$ cat config.mk
export PLATFORM = sky130hd
export DESIGN_NAME = sig_transmitter
export DESIGN_NICKNAME = d
export VERILOG_FILES = /design/src/rtl/sig_transmitter_pkg.sv /design/src/rtl/sig_transmitter_code_chip_gen.sv /design/src/rtl/sig_transmitter.sv
export SDC_FILE = /design/constraint.sdc
export NUM_CORES = 1
export LEC_CHECK = 0
export ABC_AREA = 1
export BUFFER_PORTS_ARGS = -buffer_cell sky130_fd_sc_hd__clkbuf_2
export CAP_MARGIN = 20
export CORE_MARGIN = 10
export CORE_UTILIZATION = 50
export DETAILED_ROUTE_END_ITERATION = 8
export PLACE_DENSITY = 0.71
export SLEW_MARGIN = 20
export SYNTH_ARGS = -nofsm -noshare
export SYNTH_HDL_FRONTEND = slang
export SYNTH_SLANG_ARGS = --single-unit
$ cat constraint.sdc
create_clock -name clk -period 3.9 [get_ports clk]
set_clock_uncertainty 0.15 [all_clocks]
set_input_delay 0.195 -clock clk [delete_from_list [all_inputs] [get_ports clk]]
set_output_delay 0.195 -clock clk [all_outputs]
set_load 0.03 [all_outputs]
$ cat src/rtl/sig_transmitter_pkg.sv
// Shared types and constants for the spread-code signal transmitter.
package sig_transmitter_pkg;

  typedef enum logic [1:0] {
    ST_IDLE     = 2'd0,
    ST_PREAMBLE = 2'd1,
    ST_DATA     = 2'd2,
    ST_GAP      = 2'd3
  } state_t;

  localparam int   PREAMBLE_SYMBOLS = 4;
  localparam int   DATA_BITS        = 8;
  localparam logic PERIOD_6         = 1'b0;
  localparam logic PERIOD_8         = 1'b1;

  // Reduce a 3-bit phase into the range of the selected code period.
  function automatic logic [2:0] phase_mod(input logic period_sel, input logic [2:0] phase);
    logic [2:0] r;
    r = phase;
    if (period_sel == PERIOD_6 && phase >= 3'd6) begin
      r = phase - 3'd6;
    end
    return r;
  endfunction

endpackage

$ cat src/rtl/sig_transmitter_code_chip_gen.sv
// Base chip generator: chip is high for the first half of the shifted period.
module code_chip_gen
  import sig_transmitter_pkg::*;
(
  input  logic       period_sel_i,
  input  logic [2:0] phase_i,
  input  logic [2:0] chip_i,
  output logic       chip_b_o
);

  logic [3:0] period;
  logic [3:0] half;
  logic [3:0] sum;
  logic [3:0] wrapped;

  // (chip + phase) mod P compared against P/2; phase is already < P.
  always_comb begin
    period   = (period_sel_i == PERIOD_8) ? 4'd8 : 4'd6;
    half     = period >> 1;
    sum      = {1'b0, chip_i} + {1'b0, phase_i};
    wrapped  = (sum >= period) ? (sum - period) : sum;
    chip_b_o = (wrapped < half);
  end

endmodule

$ cat src/rtl/sig_transmitter.sv
// Frame sequencer: preamble of ones, LSB-first data byte, optional idle gap,
// each symbol spread over a P-chip code with CHIP_CLKS cycles per chip.
module sig_transmitter
  import sig_transmitter_pkg::*;
#(
  parameter int unsigned CHIP_CLKS   = 1,
  parameter int unsigned GAP_SYMBOLS = 1
) (
  input  logic       clk,
  input  logic       rst,
  input  logic [7:0] data_in,
  input  logic       valid,
  output logic       ready,
  input  logic       period_sel,
  input  logic [2:0] phase,
  output logic       sig,
  output logic       busy,
  output logic       frame_done
);

  localparam logic [7:0] CHIP_LAST = 8'(CHIP_CLKS - 1);
  localparam logic [3:0] GAP_LAST  = (GAP_SYMBOLS == 0) ? 4'd0 : 4'(GAP_SYMBOLS - 1);
  localparam logic [3:0] PRE_LAST  = 4'(PREAMBLE_SYMBOLS - 1);
  localparam logic [2:0] BIT_LAST  = 3'(DATA_BITS - 1);

  state_t     state_q, state_d;
  logic [7:0] clk_cnt_q, clk_cnt_d;
  logic [2:0] chip_q, chip_d;
  logic [3:0] sym_q, sym_d;
  logic [2:0] bit_q, bit_d;
  logic [7:0] byte_q, byte_d;
  logic       period_q, period_d;
  logic [2:0] phase_q, phase_d;
  logic       sig_q, sig_d;

  logic [2:0] chip_last;
  logic       chip_end;
  logic       sym_end;
  logic       accept;
  logic       chip_b;

  assign ready  = (state_q == ST_IDLE) && !rst;
  assign busy   = (state_q != ST_IDLE);
  assign sig    = sig_q;
  assign accept = valid && ready;

  // Next-state for the FSM, the chip/symbol/bit counters and the frame latches.
  always_comb begin
    state_d   = state_q;
    clk_cnt_d = clk_cnt_q;
    chip_d    = chip_q;
    sym_d     = sym_q;
    bit_d     = bit_q;
    byte_d    = byte_q;
    period_d  = period_q;
    phase_d   = phase_q;

    chip_last = (period_q == PERIOD_8) ? 3'd7 : 3'd5;
    chip_end  = (clk_cnt_q == CHIP_LAST);
    sym_end   = chip_end && (chip_q == chip_last);

    if (state_q == ST_IDLE) begin
      if (accept) begin
        byte_d    = data_in;
        period_d  = period_sel;
        phase_d   = phase_mod(period_sel, phase);
        state_d   = ST_PREAMBLE;
        clk_cnt_d = 8'd0;
        chip_d    = 3'd0;
        sym_d     = 4'd0;
        bit_d     = 3'd0;
      end
    end else begin
      if (chip_end) begin
        clk_cnt_d = 8'd0;
        chip_d    = sym_end ? 3'd0 : chip_q + 3'd1;
      end else begin
        clk_cnt_d = clk_cnt_q + 8'd1;
      end

      if (sym_end) begin
        case (state_q)
          ST_PREAMBLE: begin
            if (sym_q == PRE_LAST) begin
              state_d = ST_DATA;
              sym_d   = 4'd0;
              bit_d   = 3'd0;
            end else begin
              sym_d = sym_q + 4'd1;
            end
          end
          ST_DATA: begin
            if (bit_q == BIT_LAST) begin
              bit_d   = 3'd0;
              sym_d   = 4'd0;
              state_d = (GAP_SYMBOLS == 0) ? ST_IDLE : ST_GAP;
            end else begin
              bit_d = bit_q + 3'd1;
            end
          end
          ST_GAP: begin
            if (sym_q == GAP_LAST) begin
              sym_d   = 4'd0;
              state_d = ST_IDLE;
            end else begin
              sym_d = sym_q + 4'd1;
            end
          end
          default: state_d = ST_IDLE;
        endcase
      end
    end
  end

  // Final cycle of the frame; suppressed while reset is asserted.
  always_comb begin
    frame_done = 1'b0;
    if (!rst && sym_end) begin
      if (state_q == ST_DATA && bit_q == BIT_LAST && GAP_SYMBOLS == 0) begin
        frame_done = 1'b1;
      end
      if (state_q == ST_GAP && sym_q == GAP_LAST) begin
        frame_done = 1'b1;
      end
    end
  end

  // Chip for the upcoming cycle, so the registered line leads with chip 0 right after accept.
  code_chip_gen u_chip_gen (
    .period_sel_i (period_d),
    .phase_i      (phase_d),
    .chip_i       (chip_d),
    .chip_b_o     (chip_b)
  );

  // Map the upcoming state and symbol bit onto the line value.
  always_comb begin
    sig_d = 1'b0;
    case (state_d)
      ST_PREAMBLE: sig_d = chip_b;
      ST_DATA:     sig_d = byte_d[bit_d] ? chip_b : !chip_b;
      default:     sig_d = 1'b0;
    endcase
  end

  // State, counters, latches and the output line register.
  always_ff @(posedge clk) begin
    if (rst) begin
      state_q   <= ST_IDLE;
      clk_cnt_q <= 8'd0;
      chip_q    <= 3'd0;
      sym_q     <= 4'd0;
      bit_q     <= 3'd0;
      byte_q    <= 8'd0;
      period_q  <= 1'b0;
      phase_q   <= 3'd0;
      sig_q     <= 1'b0;
    end else begin
      state_q   <= state_d;
      clk_cnt_q <= clk_cnt_d;
      chip_q    <= chip_d;
      sym_q     <= sym_d;
      bit_q     <= bit_d;
      byte_q    <= byte_d;
      period_q  <= period_d;
      phase_q   <= phase_d;
      sig_q     <= sig_d;
    end
  end

endmodule

==> results.ini, run 1 <==
[pwr]
p_leak_uw = 0.00142
ir_worst_vdd_uv = 253
power.density_nw_per_um2 = 399
total_power_uw = 1160

[synthesis]
synthTopCellsByCount = nand2_1 (71), inv_1 (48), dfxtp_1 (33)
synth.top_cells.by_area = dfxtp_1 (27%), ha_1 (12%), nand2_1 (11%)
synthArstFlopShare_pct = 0
ys.flop_type = dfxtp_1
syn_area_um2 = 2430
synth_fp_nets = 381
synthDominantCellAreaShare_pct = 27.2
yosysMostFrequentCell = nand2_1
syn_avg_cell_area_um2 = 7.11
ys_seq_area_share_pct = 27.2
yosysTopAreaCell = dfxtp_1
synth-seq-cells = 33
synth_cell_type_count = 43
synth_edf_count = 0
synth_warnings = 0
synthCells = 341

[grt]
grt_antenna_before_repair = 0
use_met2_pct = 23.7
grt_usage_pct = 13.7
gr-usage-met3_pct = 4.15
grt_overflow = 0
grt_max_degree = 30
gr-usage-met1_pct = 15.5
grt_pass1_vias = 2192
grt_first_pass_wirelength_um = 8890
busiest_layer = met2

[floorplan]
die_y_um = 89.7
dieWidth_um = 89.7
rows = 25
io_pins = 19
core-area_um2 = 4720
floorplan.initialDensity_pct = 51.4
die_area_um2 = 8040

[cts]
clock_sinks = 33
htreeDepth = 2
cts_root_buf = clkbuf_8
clock_latency_ns = 0.29
numCtsBuffers = 5
clkTransAtPathRegs_ns = 0.07
cts_buffer_depth = 2
cts_tree = done

[sta]
drv_slew = 0
timing.fmax_mhz = 274
layout_worst_path_cycle_share_pct = 93.7
worstMarginPinSlew_ns = 0.356
fin_crit_ns = 3.65
hold_violations = 0
slew-limit-headroom_pct = 76.0
setup_viol = 0

[hold_path]
hp-class = input port to flip-flop
worstHoldStart = data_in[3]

[cells_and_area]
num-nets-final = 419
regArea_um2 = 661
multiInputGateArea_um2 = 1590
drive_above_1_share_pct = 23.4
utilization_pct = 61.3
area_growth_pct = 19.3
diodes = 0
fill_cells = 420

[status]
status = finished, final reports clean

[drt]
viasPerCell = 5.05
wl_per_cell_um = 11.6
vias = 2259
drt-total-wl_um = 5170
drc = 0
drtAntennaViolNets = 0
drtIter0Drc = 65
first_pass_iters = 5

[placed_design]
io_buffers = 18
dp_hpwl_um = 3980
gp_congestion = 0.894

[worst_setup_path]
required_ns = 3.94
critPathLaunchType = flip-flop
timing.rr.start = clk_cnt_q[0]
endpoint_kind = flip-flop
arrival_ns = 3.70
startpoint = clk_cnt_q[0]
critPathKind = flip-flop to flip-flop
path_max_fanout = 5

[job]
cap_violations = 0

==> through the flow <==
step	worst slack [ns]	TNS [ns]	std cells	area [um^2]	hold WS [ns]
4_1_cts	0.00639	0	445	2820	0.0108
3_5_place_dp	-0.0305	-0.0305	435	2680	0.308
5_1_grt	-0.0448	-0.0448	447	2890	0.0362
3_3_place_gp	0.0614	0	435	2680	0.296
6_report	0.246	0	447	2890	0.0120
2_1_floorplan	0.00462	0	341	2430	0.201
==> critical path, stage by stage, from the launching register on <==
cell and delay (ns):
dfxtp_1 0.32, inv_2 0.09, ha_2 0.19, nand2_2 0.06, nor2_4 0.12, nand3_2 0.10
or2_2 0.30, o21ai_2 0.09, ha_2 0.20, ha_1 0.13, inv_1 0.03, nand2_1 0.09
xor2_2 0.15, inv_1 0.07, ha_1 0.29, nand4_1 0.11, nand3_2 0.12, inv_2 0.05
nand2_1 0.05, o21ai_1 0.06, ha_1 0.28, nand2_1 0.09, nand2_1 0.07, a21oi_2 0.12
nand2_1 0.08, nand3_2 0.08, a21oi_2 0.04
==> power breakdown <==
| part | switching, uW | internal, uW |
|---|---|---|
| clock | 134 | 208 |
| combinational | 263 | 182 |
| sequential | 11.4 | 358 |
| total | 408 | 747 |
==> cell usage in the layout (no fill, tap or decap), types with 15 or more instances in the layout <==
cell type | netlist | routed
a21oi_1 | 17 | 15
buf_4 | 1 | 18
clkbuf_2 | 0 | 18
dfxtp_1 | 33 | 33
ha_1 | 24 | 20
inv_1 | 48 | 43
nand2_1 | 71 | 71
nand3_1 | 30 | 27
nor2_1 | 28 | 28
o21ai_0 | 17 | 15
==> metal layers <==
layer | vias to the layer above | part of all wire [%]
li1 | 1193 | -
met4 | 0 | 1.2
met5 | - | 0
met2 | 42 | 47
met3 | 7 | 5.3
met1 | 1017 | 47
==> area by class of cell <==
type	instances	area share, %
well taps	67	2.90
multi-input cells	247	54.8
inverters	55	7.18
clock buffers	6	2.85
clock inverters	2	1.30
flip-flops and latches	33	22.8
repair buffers	37	8.13
==> flip-flops by register name, summed over array words and instances (netlist names) <==
signal     cells
clk_cnt_q      8
sym_q          4
state_q        2
chip_q         3
bit_q          3
byte_q         8
sig            1
period_q       1
phase_q        3
==> kinds of logic after synthesis <==
| kind of cell | synth area share, % |
|---|---|
| compound gates | 11.9 |
| xor+xnor | 1.44 |
| fa+ha+maj | 13.2 |
| flops | 27.2 |
| mux | 2.48 |
| simple gates | 33.7 |
| buf+inv | 10.0 |
==> final timing paths <==
check,endpoint,slack (ns),cells past startpoint
max,sig,0.25,26
min,byte_q[3],0.01,3
max reg2reg,sig,0.25,26
min reg2reg,phase_q[2],0.32,2
==> what timing repair did <==
item	CTS	global route
resized for setup	3	16
setup buffers	1	2
hold endpoints to repair	1	0
hold buffers	1	0
pin swaps	2	6
endpoints found under the setup margin	1	1
Power figures use the tool's default switching activity.
==> run 2: changes to the inputs <==
--- a/config.mk
+++ b/config.mk
@@ -9,9 +9,9 @@
 export BUFFER_PORTS_ARGS = -buffer_cell sky130_fd_sc_hd__clkbuf_2
 export CAP_MARGIN = 20
 export CORE_MARGIN = 10
-export CORE_UTILIZATION = 50
+export CORE_UTILIZATION = 54
 export DETAILED_ROUTE_END_ITERATION = 8
-export PLACE_DENSITY = 0.71
+export PLACE_DENSITY = 0.76
 export SLEW_MARGIN = 20
 export SYNTH_ARGS = -nofsm -noshare
 export SYNTH_HDL_FRONTEND = slang
==> run 2 against run 1 <==
Worst setup slack improved by 0.025 ns. Critical path type unchanged. Worst hold slack got worse by 0.0047 ns. Clock power decreased by 24%. Largest cell class unchanged. Wire length rose by 4.0%. Combinational power about the same. Sequential share of layout area is 0.19 points higher. Non-clock buffer count rose by 1. Flip-flop and latch count unchanged. Highest routed layer unchanged. Critical endpoint unchanged. Final cell count shrank 3.1%. Total power is 7.1% lower. Sequential power barely moved.
==> results.ini, run 2 (same netlist as run 1, synthesis figures left out) <==
[grt]
grt_pass1_vias = 2233  ; +1.9%
grt_usage_pct = 15.0  ; +1.3 points
grt_max_degree = 30  ; unchanged
grt_antenna_before_repair = 0  ; unchanged
grt_overflow = 0  ; unchanged
grt_first_pass_wirelength_um = 9500  ; +6.8%

[sta]
hold_slack_ns = 0.00730  ; -0.00468 ns
drv_slew = 0  ; unchanged
slew-limit-headroom_pct = 75.4  ; -0.59 points
fin_crit_ns = 3.63  ; -0.0246 ns
setup_viol = 0  ; unchanged
timing.fmax_mhz = 276  ; +0.68%
worstMarginPinSlew_ns = 0.366  ; +0.00917 ns
layout_worst_path_cycle_share_pct = 93.1  ; -0.63 points
hold_violations = 0  ; unchanged
finalWorstSetupSlack_ns = 0.271  ; +0.0246 ns

[cts]
cts_hold_buf = 0  ; -1
cts_root_buf = clkbuf_8
clock_sinks = 33  ; unchanged
cts_buffer_depth = 2  ; unchanged
numCtsBuffers = 5  ; unchanged
htreeDepth = 2  ; unchanged
clkTransAtPathRegs_ns = 0.07  ; about the same
clock_latency_ns = 0.29  ; about the same
cts_tree = done

[drt]
drt-total-wl_um = 5380  ; +4.0%
wl_per_cell_um = 12.4  ; +7.3%
drc = 0  ; unchanged
viasPerCell = 5.32  ; +5.2%
drtAntennaViolNets = 0  ; unchanged
drtIter0Drc = 77  ; +18%
vias = 2303  ; +1.9%
first_pass_iters = 4  ; -1

[floorplan]
rows = 24  ; -4.0%
core-area_um2 = 4350  ; -7.8%
io_pins = 19  ; unchanged
die_area_um2 = 7570  ; -5.8%
floorplan.initialDensity_pct = 55.7  ; +4.4 points
dieWidth_um = 87.0  ; -2.9%
die_y_um = 87.0  ; -2.9%

[hold_path]
hp-class = input port to flip-flop

[cells_and_area]
area_growth_pct = 18.5
final_cell_mix = nand2_1 (70), inv_1 (43), dfxtp_1 (32)
utilization_pct = 66.0  ; +4.8 points
top_regs = byte_q x8, clk_cnt_q x8, sym_q x4
drive_above_1_share_pct = 24.9  ; +1.5 points
final_cell_area_um2 = 2880  ; -0.65%
layout_commonest_cell = nand2_1
num-nets-final = 420  ; +0.24%
diodes = 0  ; unchanged

[job]
cap_violations = 0  ; unchanged

[placed_design]
preCtsSetupSlack_ns = -0.0766  ; -0.0461 ns
gp_congestion = 0.936  ; +4.7%
placed_area_um2 = 2640  ; -1.3%
io_buffers = 18  ; unchanged
dp_hpwl_um = 4010  ; +0.76%

[pwr]
p_leak_uw = 0.00141  ; -0.78%
ir_worst_vdd_uv = 284  ; +12%
power.density_nw_per_um2 = 373  ; -6.5%

[worst_setup_path]
arrival_ns = 3.67  ; -0.03 ns
cpMostUsedCell = nand2_1
path_max_fanout = 4  ; -1
critPathSlowestCell = dfxtp_2
critPathKind = flip-flop to flip-flop
endpoint_kind = flip-flop
critPathLaunchType = flip-flop
critPathMaxStageDelay_ns = 0.33  ; about the same
required_ns = 3.94  ; about the same

[status]
status = finished, final reports clean

## run 2: cell types whose count changed in the layout (fill, tap and decap cells not counted), sizes merged
| cell | delta |
|---|---|
| buf | +2 |
| clkinv | +2 |
| bufinv | -1 |
| clkbuf | -1 |
| dlygate4sd3 | -1 |
## run 2: timing repair
item | 4_1_cts | 5_1_grt
gates resized for setup | 4 | 20
pin swaps | 1 | 11
endpoints found under the setup margin | 1 | 1
setup buffers | 0 | 7
## run 2: area by class of cell
class | instances | area (um^2)
flip-flops and latches | 33 | 662
well taps | 52 | 65.1
clock buffers | 5 | 68.8
repair buffers | 38 | 240
inverters | 55 | 208
clock inverters | 3 | 17.5
multi-input cells | 247 | 1610
fillers | 372 | 1480
## run 2: worst paths after layout
path,from,end,slack (ns),cells past startpoint
max,clk_cnt_q[1],sig,0.27,26
min,data_in[3],byte_q[3],0.007,3
max reg2reg,clk_cnt_q[1],sig,0.27,26
min reg2reg,clk_cnt_q[1],clk_cnt_q[1],0.33,2
## run 2: power breakdown
group,internal [uW],switching (uW)
Combinational,178,266
Sequential,358,11.2
Clock,123,137
Total,659,414
## run 2: per-layer routing
metal / global-route usage, % / vias up / routed length [um]
li1: - / 1190 / -
met1: 17.8 / 1047 / 2400
met5: 0 / - / 0
met3: 4.03 / 8 / 341
met4: 5.15 / 0 / 64
met2: 25.2 / 58 / 2570
## run 2: critical path, delay by kind of cell (launching register included)
family          cells  cell delay [ns]
fa+ha+maj           5             1.05
flops               1             0.33
buf+inv             4             0.26
simple gates       12             1.25
xor+xnor            1             0.16
compound gates      4             0.33
## run 2: stage by stage
stage | total power [uW] | setup TNS [ns] | instances
floorplan | 671 | 0 | 341
global placement | 766 | 0 | 418
detailed placement | 771 | -0.0766 | 418
CTS | 1040 | 0 | 426
global route | 1160 | -0.0209 | 433
finish | 1070 | 0 | 433
==> run 3: changes to the inputs <==
--- a/config.mk
+++ b/config.mk
@@ -11,7 +11,8 @@
 export CORE_MARGIN = 10
 export CORE_UTILIZATION = 54
 export DETAILED_ROUTE_END_ITERATION = 8
-export PLACE_DENSITY = 0.76
+export PLACE_DENSITY_LB_ADDON = 0.25
+export SKIP_CTS_REPAIR_TIMING = 1
 export SLEW_MARGIN = 20
 export SYNTH_ARGS = -nofsm -noshare
 export SYNTH_HDL_FRONTEND = slang
==> run 3 against run 2 <==
Cell area is 1.5% lower. Worst setup slack worse by 0.019 ns. Worst hold slack worse by 0.0012 ns. First-iteration DRC count is 130% higher. Wire length is 4.4% lower. Total power is 6.0% higher. Critical path depth stayed put. Count of clock-buffer cells in the layout stayed put. Sequential share of layout area is 0.30 points higher. Largest cell class unchanged.
==> results.ini, run 3 (same netlist as run 1, synthesis figures left out) <==
[pwr]
power.share.clock_pct = 29.0  ; +4.8 points
ir_worst_vdd_uv = 273  ; -3.7%
power.density_nw_per_um2 = 401  ; +7.6%
total_power_uw = 1140  ; +6.0%
p_comb_share_pct = 38.6  ; -2.8 points
seq_power_share_pct = 32.4  ; -2.0 points
internal_power_uw = 729  ; +11%
p_leak_uw = 0.00141  ; -0.36%
switchingPower_uw = 408  ; -1.4%
switching_share_pct = 35.9  ; -2.7 points

[hold_path]
worstHoldStart = data_in[7]
hp-class = input port to flip-flop

[cts]
clock_sinks = 33  ; unchanged
cts_root_buf = clkbuf_8
numCtsBuffers = 5  ; unchanged
clkTransAtPathRegs_ns = 0.07  ; about the same
clock_latency_ns = 0.29  ; about the same
cts_tree = done
htreeDepth = 2  ; unchanged
cts_buffer_depth = 2  ; unchanged

[sta]
setup_viol = 0  ; unchanged
worstMarginPinSlew_ns = 0.423  ; +0.0576 ns
fin_setup_tns_ns = 0  ; unchanged
finalWorstSetupSlack_ns = 0.252  ; -0.0186 ns
hold_slack_ns = 0.00609  ; -0.00121 ns
fin_crit_ns = 3.65  ; +0.0186 ns
timing.fmax_mhz = 274  ; -0.51%
hold_violations = 0  ; unchanged
drv_slew = 0  ; unchanged
slew-limit-headroom_pct = 71.5  ; -3.9 points
layout_worst_path_cycle_share_pct = 93.5  ; +0.48 points

[drt]
drtIter0Drc = 174  ; +130%
drc = 0  ; unchanged
vias = 2237  ; -2.9%
wl_per_cell_um = 12.0  ; -3.5%
drt-total-wl_um = 5150  ; -4.4%
first_pass_iters = 6  ; +2
drtAntennaViolNets = 0  ; unchanged
viasPerCell = 5.21  ; -2.0%

[worst_setup_path]
ff2ff_setup_slack_ns = 0.25  ; -0.02 ns
endpoint_kind = flip-flop
crit_buf_inv = 3  ; -1
path_max_fanout = 5  ; +1
critPathSlowestCell = ha_1
critPathMaxStageDelay_ns = 0.34  ; about the same
critPathKind = flip-flop to flip-flop
cpMostUsedCell = nand2_1
arrival_ns = 3.69  ; +0.02 ns
startpoint = clk_cnt_q[0]
path_delay_family = simple AND/OR/NAND/NOR gates
timing.rr.start = clk_cnt_q[0]
critPathLaunchType = flip-flop
required_ns = 3.94  ; about the same

[grt]
use_met2_pct = 22.9  ; -2.3 points
gr-usage-met1_pct = 17.1  ; -0.70 points
grt_usage_pct = 14.2  ; -0.76 points
grt_overflow = 0  ; unchanged
gr-usage-met3_pct = 4.03  ; unchanged
busiest_layer = met2
grt_max_degree = 30  ; unchanged
grt_first_pass_wirelength_um = 8930  ; -6.0%
grt_pass1_vias = 2161  ; -3.2%
grt_antenna_before_repair = 0  ; unchanged

[status]
status = finished, final reports clean

[floorplan]
core-area_um2 = 4350  ; unchanged
io_pins = 19  ; unchanged
die_y_um = 87.0  ; unchanged
floorplan.initialDensity_pct = 55.7  ; unchanged
die_area_um2 = 7570  ; unchanged
dieWidth_um = 87.0  ; unchanged
rows = 24  ; unchanged

[cells_and_area]
multiInputGateArea_um2 = 1570  ; -2.6%
final_cell_area_um2 = 2830  ; -1.5%
fill_cells = 375  ; +0.81%
top_regs = byte_q x8, clk_cnt_q x8, sym_q x4
regArea_um2 = 661  ; -0.19%
num-nets-final = 416  ; -0.95%
final_cell_mix = nand2_1 (71), inv_1 (45), dfxtp_1 (33)
area_growth_pct = 16.8
diodes = 0  ; unchanged
drive_above_1_share_pct = 22.0  ; -2.9 points
layout_commonest_cell = nand2_1

[placed_design]
preCtsSetupSlack_ns = -0.0171  ; +0.0595 ns
dp_hpwl_um = 3970  ; -1.0%
io_buffers = 18  ; unchanged
placed_area_um2 = 2640  ; unchanged
gp_congestion = 0.880  ; -6.0%

[job]
cap_violations = 0  ; unchanged

## run 3: changes by cell type in the layout (fill, tap and decap cells not counted), moves of 2 or more
cell      delta
buf_4        -5
ha_1         +3
ha_4         -3
clkinv_2     -2
inv_1        +2
inv_2        -2
## run 3: power groups by stage
stage / clock network (uW) / logic (uW) / registers (uW)
6_report: 330 / 439 / 368
5_1_grt: 351 / 493 / 371
4_1_cts: 337 / 394 / 369
3_5_place_dp: 0 / 391 / 376
3_3_place_gp: 0 / 385 / 376
2_1_floorplan: 0 / 293 / 378
## run 3: routing by layer
metal	wire (um)	vias up	share of wire [%]
met5	0	-	0
met4	114	0	2.2
met3	251	13	4.9
met2	2270	52	44
met1	2510	991	49
li1	-	1181	-
## run 3: final cells by class
type | count | area share, %
multi-input combinational | 247 | 55.5
sequential | 33 | 23.3
timing repair buffer | 34 | 7.51
clock inverter | 3 | 1.63
inverter | 55 | 7.33
tap | 52 | 2.30
clock buffer | 5 | 2.43
## run 3: worst register-to-register path: stages, from the launching register on
cell,delay (ns)
dfxtp_1,0.33
inv_2,0.09
ha_2,0.19
nand3_1,0.09
nor2_2,0.14
nand2_1,0.07
xnor2_1,0.12
nand2_1,0.08
nand2_1,0.07
ha_1,0.31
inv_1,0.11
nor2_1,0.06
nor2_1,0.13
nand2_1,0.08
ha_1,0.34
a21oi_2,0.16
nand3_2,0.10
inv_2,0.07
nand2_1,0.05
o21ai_1,0.09
ha_1,0.25
nand2_1,0.09
nand2_1,0.06
a21oi_2,0.12
nand2_1,0.08
nand3_2,0.07
a21oi_2,0.04
## run 3: path summary, 6_finish.rpt
kind | to | cells past startpoint
hold reg to reg | phase_q[2] | 2
setup reg to reg | sig | 26
hold / removal | byte_q[7] | 3
setup / recovery | sig | 26
## run 3: per-stage QoR
step / utilization, % / instances
final: 65.1 / 429
after floorplan: - / 341
after global placement: 60.7 / 418
after detailed placement: 60.7 / 418
after CTS: 63.4 / 426
after global routing: 65.1 / 429
